### src/rtl/ps2_kbd_pkg.sv
// Shared types and scan-code constants for the PS/2 keyboard scan-code decoder.
package ps2_kbd_pkg;

   typedef enum logic [1:0] {
      ST_IDLE,
      ST_E0,
      ST_F0,
      ST_E0F0
   } kbd_state_t;

   localparam logic [7:0] SC_EXT    = 8'hE0;
   localparam logic [7:0] SC_BRK    = 8'hF0;
   localparam logic [7:0] SC_LSHIFT = 8'h12;
   localparam logic [7:0] SC_RSHIFT = 8'h59;
   localparam logic [7:0] SC_CAPS   = 8'h58;

   typedef struct packed {
      logic [7:0] code;
      logic [7:0] ascii;
      logic       ext;
      logic       brk;
   } kbd_event_t;

   // Odd parity over code+parity bit, and the stop bit must be high.
   function automatic logic frame_ok(input logic [9:0] frame);
      return (^frame[8:0]) & frame[9];
   endfunction

endpackage

### src/rtl/ps2_ascii_lut.sv
// Combinational scan-code set 2 to ASCII translation for letters, digits, space, enter, backspace.
module ps2_ascii_lut (
   input  logic [7:0] code,
   input  logic       shift,
   input  logic       caps,
   output logic [7:0] ascii
);

   logic [7:0] lower;
   logic       letter;

   always_comb begin
      lower  = 8'h00;
      letter = 1'b0;
      ascii  = 8'h00;
      case (code)
         8'h1C: begin lower = "a"; letter = 1'b1; end
         8'h32: begin lower = "b"; letter = 1'b1; end
         8'h21: begin lower = "c"; letter = 1'b1; end
         8'h23: begin lower = "d"; letter = 1'b1; end
         8'h24: begin lower = "e"; letter = 1'b1; end
         8'h2B: begin lower = "f"; letter = 1'b1; end
         8'h34: begin lower = "g"; letter = 1'b1; end
         8'h33: begin lower = "h"; letter = 1'b1; end
         8'h43: begin lower = "i"; letter = 1'b1; end
         8'h3B: begin lower = "j"; letter = 1'b1; end
         8'h42: begin lower = "k"; letter = 1'b1; end
         8'h4B: begin lower = "l"; letter = 1'b1; end
         8'h3A: begin lower = "m"; letter = 1'b1; end
         8'h31: begin lower = "n"; letter = 1'b1; end
         8'h44: begin lower = "o"; letter = 1'b1; end
         8'h4D: begin lower = "p"; letter = 1'b1; end
         8'h15: begin lower = "q"; letter = 1'b1; end
         8'h2D: begin lower = "r"; letter = 1'b1; end
         8'h1B: begin lower = "s"; letter = 1'b1; end
         8'h2C: begin lower = "t"; letter = 1'b1; end
         8'h3C: begin lower = "u"; letter = 1'b1; end
         8'h2A: begin lower = "v"; letter = 1'b1; end
         8'h1D: begin lower = "w"; letter = 1'b1; end
         8'h22: begin lower = "x"; letter = 1'b1; end
         8'h35: begin lower = "y"; letter = 1'b1; end
         8'h1A: begin lower = "z"; letter = 1'b1; end
         8'h16: ascii = shift ? "!" : "1";
         8'h1E: ascii = shift ? "@" : "2";
         8'h26: ascii = shift ? "#" : "3";
         8'h25: ascii = shift ? "$" : "4";
         8'h2E: ascii = shift ? "%" : "5";
         8'h36: ascii = shift ? "^" : "6";
         8'h3D: ascii = shift ? "&" : "7";
         8'h3E: ascii = shift ? "*" : "8";
         8'h46: ascii = shift ? "(" : "9";
         8'h45: ascii = shift ? ")" : "0";
         8'h29: ascii = 8'h20;
         8'h5A: ascii = 8'h0D;
         8'h66: ascii = 8'h08;
         default: ascii = 8'h00;
      endcase
      if (letter) begin
         ascii = (shift ^ caps) ? (lower - 8'h20) : lower;
      end
   end

endmodule

### src/rtl/ps2_scancode_decoder.sv
// PS/2 frame checker, E0/F0 prefix tracker, modifier latch and key-event FIFO.
// Build option KBD_BREAK_EVENTS_EN: also queue key releases with out_brk=1.
module ps2_scancode_decoder
   import ps2_kbd_pkg::*;
#(
   parameter  int FIFO_DEPTH = 8,
   localparam int PTR_W      = $clog2(FIFO_DEPTH)
) (
   input  logic       clk,
   input  logic       rst,
   input  logic       in_done,
   input  logic [9:0] in_data,
   output logic       out_valid,
   input  logic       out_ready,
   output logic [7:0] out_code,
   output logic [7:0] out_ascii,
   output logic       out_ext,
   output logic       out_brk,
   output logic       shift_o,
   output logic       caps_o,
   output logic       err_frame,
   output logic       overflow
);

`ifdef KBD_BREAK_EVENTS_EN
   localparam logic BRK_EN = 1'b1;
`else
   localparam logic BRK_EN = 1'b0;
`endif

   localparam logic [PTR_W:0] PTR_ONE = {{PTR_W{1'b0}}, 1'b1};

   logic       done_d;
   logic       rise;
   logic [9:0] data_p1;
   logic       vld_p1;
   logic [7:0] code_p1;
   logic       good_p1;

   kbd_state_t state, state_nxt;
   logic       evt;
   logic       evt_ext;
   logic       evt_brk;

   logic       lshift_held, rshift_held, caps_held;
   logic [7:0] lut_ascii;
   kbd_event_t evt_word;
   kbd_event_t head;

   logic [PTR_W:0] wr_ptr, rd_ptr;
   kbd_event_t     mem [FIFO_DEPTH];
   logic           empty, full, pop, push_req, push;

   assign rise = in_done & ~done_d;

   // Stage 0 -> 1: capture the frame on the rising edge of done
   always_ff @(posedge clk or negedge rst) begin
      if (!rst) begin
         done_d <= 1'b0;
         vld_p1 <= 1'b0;
      end else begin
         done_d <= in_done;
         vld_p1 <= rise;
      end
   end

   always_ff @(posedge clk) begin
      if (rise) data_p1 <= in_data;
   end

   assign code_p1   = data_p1[7:0];
   assign good_p1   = frame_ok(data_p1);
   assign err_frame = vld_p1 & ~good_p1;

   // Stage 1: prefix tracking and event completion
   always_ff @(posedge clk or negedge rst) begin
      if (!rst) state <= ST_IDLE;
      else      state <= state_nxt;
   end

   always_comb begin
      state_nxt = state;
      evt       = 1'b0;
      evt_ext   = (state == ST_E0) || (state == ST_E0F0);
      evt_brk   = (state == ST_F0) || (state == ST_E0F0);
      if (vld_p1) begin
         if (!good_p1) begin
            state_nxt = ST_IDLE;
         end else if (code_p1 == SC_EXT) begin
            state_nxt = ST_E0;
         end else if (code_p1 == SC_BRK) begin
            state_nxt = evt_ext ? ST_E0F0 : ST_F0;
         end else begin
            evt       = 1'b1;
            state_nxt = ST_IDLE;
         end
      end
   end

   // Caps toggles only on the first make, so typematic repeats are ignored
   always_ff @(posedge clk or negedge rst) begin
      if (!rst) begin
         lshift_held <= 1'b0;
         rshift_held <= 1'b0;
         caps_held   <= 1'b0;
         caps_o      <= 1'b0;
      end else if (evt && !evt_ext) begin
         if (code_p1 == SC_LSHIFT) lshift_held <= ~evt_brk;
         if (code_p1 == SC_RSHIFT) rshift_held <= ~evt_brk;
         if (code_p1 == SC_CAPS) begin
            if (evt_brk) begin
               caps_held <= 1'b0;
            end else begin
               if (!caps_held) caps_o <= ~caps_o;
               caps_held <= 1'b1;
            end
         end
      end
   end

   assign shift_o = lshift_held | rshift_held;

   ps2_ascii_lut u_lut (
      .code  (code_p1),
      .shift (shift_o),
      .caps  (caps_o),
      .ascii (lut_ascii)
   );

   always_comb begin
      evt_word.code  = code_p1;
      evt_word.ascii = evt_ext ? 8'h00 : lut_ascii;
      evt_word.ext   = evt_ext;
      evt_word.brk   = evt_brk;
   end

   // Stage 1 -> 2: event FIFO, extra pointer bit separates full from empty
   assign empty     = (wr_ptr == rd_ptr);
   assign full      = (wr_ptr[PTR_W] != rd_ptr[PTR_W]) &&
                      (wr_ptr[PTR_W-1:0] == rd_ptr[PTR_W-1:0]);
   assign out_valid = ~empty;
   assign pop       = out_valid & out_ready;
   assign push_req  = evt & (BRK_EN | ~evt_brk);
   assign push      = push_req & (~full | pop);
   assign overflow  = push_req & full & ~pop;

   always_ff @(posedge clk or negedge rst) begin
      if (!rst) begin
         wr_ptr <= '0;
         rd_ptr <= '0;
      end else begin
         if (push) wr_ptr <= wr_ptr + PTR_ONE;
         if (pop)  rd_ptr <= rd_ptr + PTR_ONE;
      end
   end

   always_ff @(posedge clk) begin
      if (push) mem[wr_ptr[PTR_W-1:0]] <= evt_word;
   end

   assign head      = mem[rd_ptr[PTR_W-1:0]];
   assign out_code  = out_valid ? head.code  : 8'h00;
   assign out_ascii = out_valid ? head.ascii : 8'h00;
   assign out_ext   = out_valid & head.ext;
   assign out_brk   = out_valid & head.brk;

endmodule

### config.mk
export PLATFORM = sky130hd
export DESIGN_NAME = ps2_scancode_decoder
export DESIGN_NICKNAME = d
export VERILOG_FILES = /design/src/rtl/ps2_kbd_pkg.sv /design/src/rtl/ps2_ascii_lut.sv /design/src/rtl/ps2_scancode_decoder.sv
export SDC_FILE = /design/constraint.sdc
export NUM_CORES = 1
export LEC_CHECK = 0
export ABC_AREA = 1
export ABC_CLOCK_PERIOD_IN_PS = 2700
export CAP_MARGIN = 20
export CORE_UTILIZATION = 35
export DETAILED_ROUTE_END_ITERATION = 8
export DONT_BUFFER_PORTS = 1
export GPL_TIMING_DRIVEN = 1
export PLACE_DENSITY_LB_ADDON = 0.25
export SLEW_MARGIN = 20
export SYNTH_ARGS = -nofsm -noshare
export SYNTH_HDL_FRONTEND = slang
export SYNTH_SLANG_ARGS = --single-unit
### constraint.sdc
create_clock -name clk -period 2.7 [get_ports clk]
set_input_delay 0.54 -clock clk [delete_from_list [all_inputs] [get_ports clk]]
set_output_delay 0.54 -clock clk [all_outputs]
set_load 0.01 [all_outputs]
==> results.json <==
{
  "wl_per_cell_um": 18.0,
  "vias": 5632,
  "antenna_found_initial": 0,
  "synth_edf_count": 154,
  "critPathMaxFanout": 3,
  "violations": "design-rule violations, negative setup slack",
  "drive_above_1_share_pct": 19.0,
  "initial_core_util_pct": 36.0,
  "wl_mm": 20.0,
  "fin_crit_sh_pct": 101,
  "fin_cells": 1112,
  "power_frac_comb_pct": 37.0,
  "insertion_delay_ps": 430,
  "cts.sink_count": 170,
  "p_sw_w": 0.00318,
  "p_total_w": 0.00867,
  "outcome": "complete, but fails checks",
  "grt_pass1_vias": 5494,
  "dp.cells": 1058,
  "grt_max_degree": 76,
  "port_buffers": 0,
  "cts-root-buf": "clkbuf_16",
  "hold-worst-slack_ps": 128,
  "seq_area_frac_synth_pct": 63.4,
  "cts.path.max_buffers": 2,
  "p_seq_share_pct": 35.7,
  "core_area_um2": 22000,
  "grt.overflow.total": 0,
  "fillers": 2063,
  "synth.largest_area_cell": "edfxtp_1",
  "ant_nets": 0,
  "tightest_slew_ps": 977,
  "post-route-drc-count": 3,
  "power_density_nw_per_um2": 896,
  "synthArstFlopShare_pct": 9.41,
  "required_ps": 2160,
  "die_area_um2": 23200,
  "h-tree-depth": 4,
  "synth_common_cells": "nor2_1, edfxtp_1, nand2_1, o21ai_0, inv_1",
  "vias_per_cell": 5.06,
  "synth_fp_nets": 797,
  "grt_pass1_wl_mm": 30.7,
  "row_count": 54,
  "area_growth_pct": 22.0,
  "hpwl_mm": 11.7,
  "swShare_pct": 36.7,
  "intPower_w": 0.00548,
  "cp-end-kind": "output pin",
  "gp_congestion": 0.887,
  "fin_ws_ps": -25.0,
  "layout_min_cycle_time_ps": 2730,
  "finalSetupViolations": 1,
  "syn_area_um2": 7930,
  "irDropWorstVdd_v": 0.000403,
  "diodes": 0,
  "critPathLaunchType": "flip-flop",
  "crit_arrival_ps": 2190,
  "hp-class": "input port to flip-flop",
  "avgSynthCellArea_um2": 10.4,
  "dr.pass1.iters": 9,
  "synth_top_area_share_pct": 58.4,
  "clock_skew_ps": 17.0,
  "dieWidth_um": 152,
  "synth_cells": 764,
  "ys_warn_count": 0,
  "final_nets": 852,
  "numCtsBuffers": 17,
  "yosysMostFrequentCell": "nor2_1",
  "synth_seq_cells": 170,
  "ys_top_cells_by_area": "edfxtp_1, nor2_1, dfrtp_1, nand2_1, o21ai_0",
  "drv_cap": 0,
  "max_freq_mhz": 367,
  "clkPwrFrac_pct": 27.3,
  "drtIter0Drc": 448,
  "rsz0062_at_grt": "yes",
  "fp.dieH_um": 152,
  "cts_tree": "built",
  "drv_slew": 0,
  "slew_headroom_pct": 34.7,
  "ys.flop_type": "edfxtp_1",
  "path_clk_slew_ps": 80,
  "ios": 37,
  "p_leak_nw": 3.74,
  "synth.distinct_cells": 33,
  "setup.worst_path.class": "flip-flop to output pin",
  "grt_usage_pct": 17.3,
  "hold_viol": 0
}
flip-flops by register name, indices dropped and copies added, names as in the netlist, 2 cells and up:
register / cells
wr_ptr: 4
mem: 144
state: 2
data_p1: 10
rd_ptr: 4
worst max-delay path, cell delays in order, from the launching register on:
cell      delay [ps]
edfxtp_1         430
inv_2             90
ha_4             210
inv_2             80
nand2_1           70
nand3_2           90
nand2_2           60
nand2_2           80
nand3_4          100
nor4_4           270
buf_4            160
buf_6             90
repair_timing:
action,CTS,global route
hold endpoints to repair,16,0
cloned,1,2
hold buffers,1,0
gates resized for setup,11,39
setup buffers,9,9
setup endpoints to repair,4,129
pin swaps,2,9
stage by stage:
stage	utilization (%)	setup slack, ps	TNS, ps	area (um2)
floorplan	-	-95.8	-10980	7930
global placement	39.3	77.6	0	8660
detailed placement	39.3	90.6	0	8660
CTS	42.6	-16.2	-16.2	9390
global route	43.9	-161	-2170	9670
finish	43.9	-25.0	-25.0	9670
worst paths after layout:
path / from / end / slack [ps] / cells past startpoint
min in group asynchronous: rst / done_d$_DFF_PN0_ / 710 / 1
min: in_done / done_d$_DFF_PN0_ / 130 / 0
max: data_p1[6]$_DFFE_PP_ / overflow / -30 / 11
max in group asynchronous: rst / rd_ptr[1]$_DFFE_PN0P_ / 1320 / 1
max reg2reg: data_p1[4]$_DFFE_PP_ / mem[1][4]$_DFFE_PP_ / 130 / 15
min reg2reg: rshift_held$_DFFE_PN0P_ / rshift_held$_DFFE_PN0P_ / 500 / 2
layout by cell type (no fill, tap or decap), types with 5 or more instances in the layout:
cell / count
buf_12: 12
buf_4: 51
clkbuf_16: 19
dfrtp_1: 14
edfxtp_1: 154
ha_1: 14
ha_4: 5
inv_1: 37
inv_2: 10
inv_6: 9
nand2_1: 86
nand2_2: 5
nand3_1: 21
nand4_1: 7
nor2_1: 202
nor2_2: 13
nor3_1: 11
o21ai_0: 67
o32ai_1: 36
xor2_1: 7
layer usage:
layer	track usage (%)	part of all wire, %	vias up
met1	22.1	44	2699
li1	-	-	2767
met4	6.30	2.2	0
met5	0	0	-
met3	3.78	4.7	29
met2	29.1	49	137
area by class of cell:
cell class | count | area (um2) | area share (%)
timing repair buffer | 71 | 761 | 7.87
sequential | 170 | 5030 | 52.0
clock buffer | 17 | 425 | 4.40
multi-input combinational | 508 | 2760 | 28.5
clock inverter | 15 | 149 | 1.54
tap | 280 | 350 | 3.62
inverter | 51 | 199 | 2.06
power groups by stage:
| stage | combinational [W] | sequential [W] | clock [W] |
|---|---|---|---|
| 2_1_floorplan | 0.00185 | 0.00310 | 0 |
| 3_3_place_gp | 0.00288 | 0.00315 | 0 |
| 3_5_place_dp | 0.00290 | 0.00314 | 0 |
| 4_1_cts | 0.00303 | 0.00309 | 0.00240 |
| 5_1_grt | 0.00356 | 0.00311 | 0.00251 |
| 6_report | 0.00321 | 0.00309 | 0.00236 |
kinds of logic after synthesis:
group,share of synthesized area (%)
xor+xnor,1.22
compound gates,8.86
simple gates,19.0
buf+inv,4.53
fa+ha+maj,3.00
flops,63.4
Power figures use the tool's default switching activity.
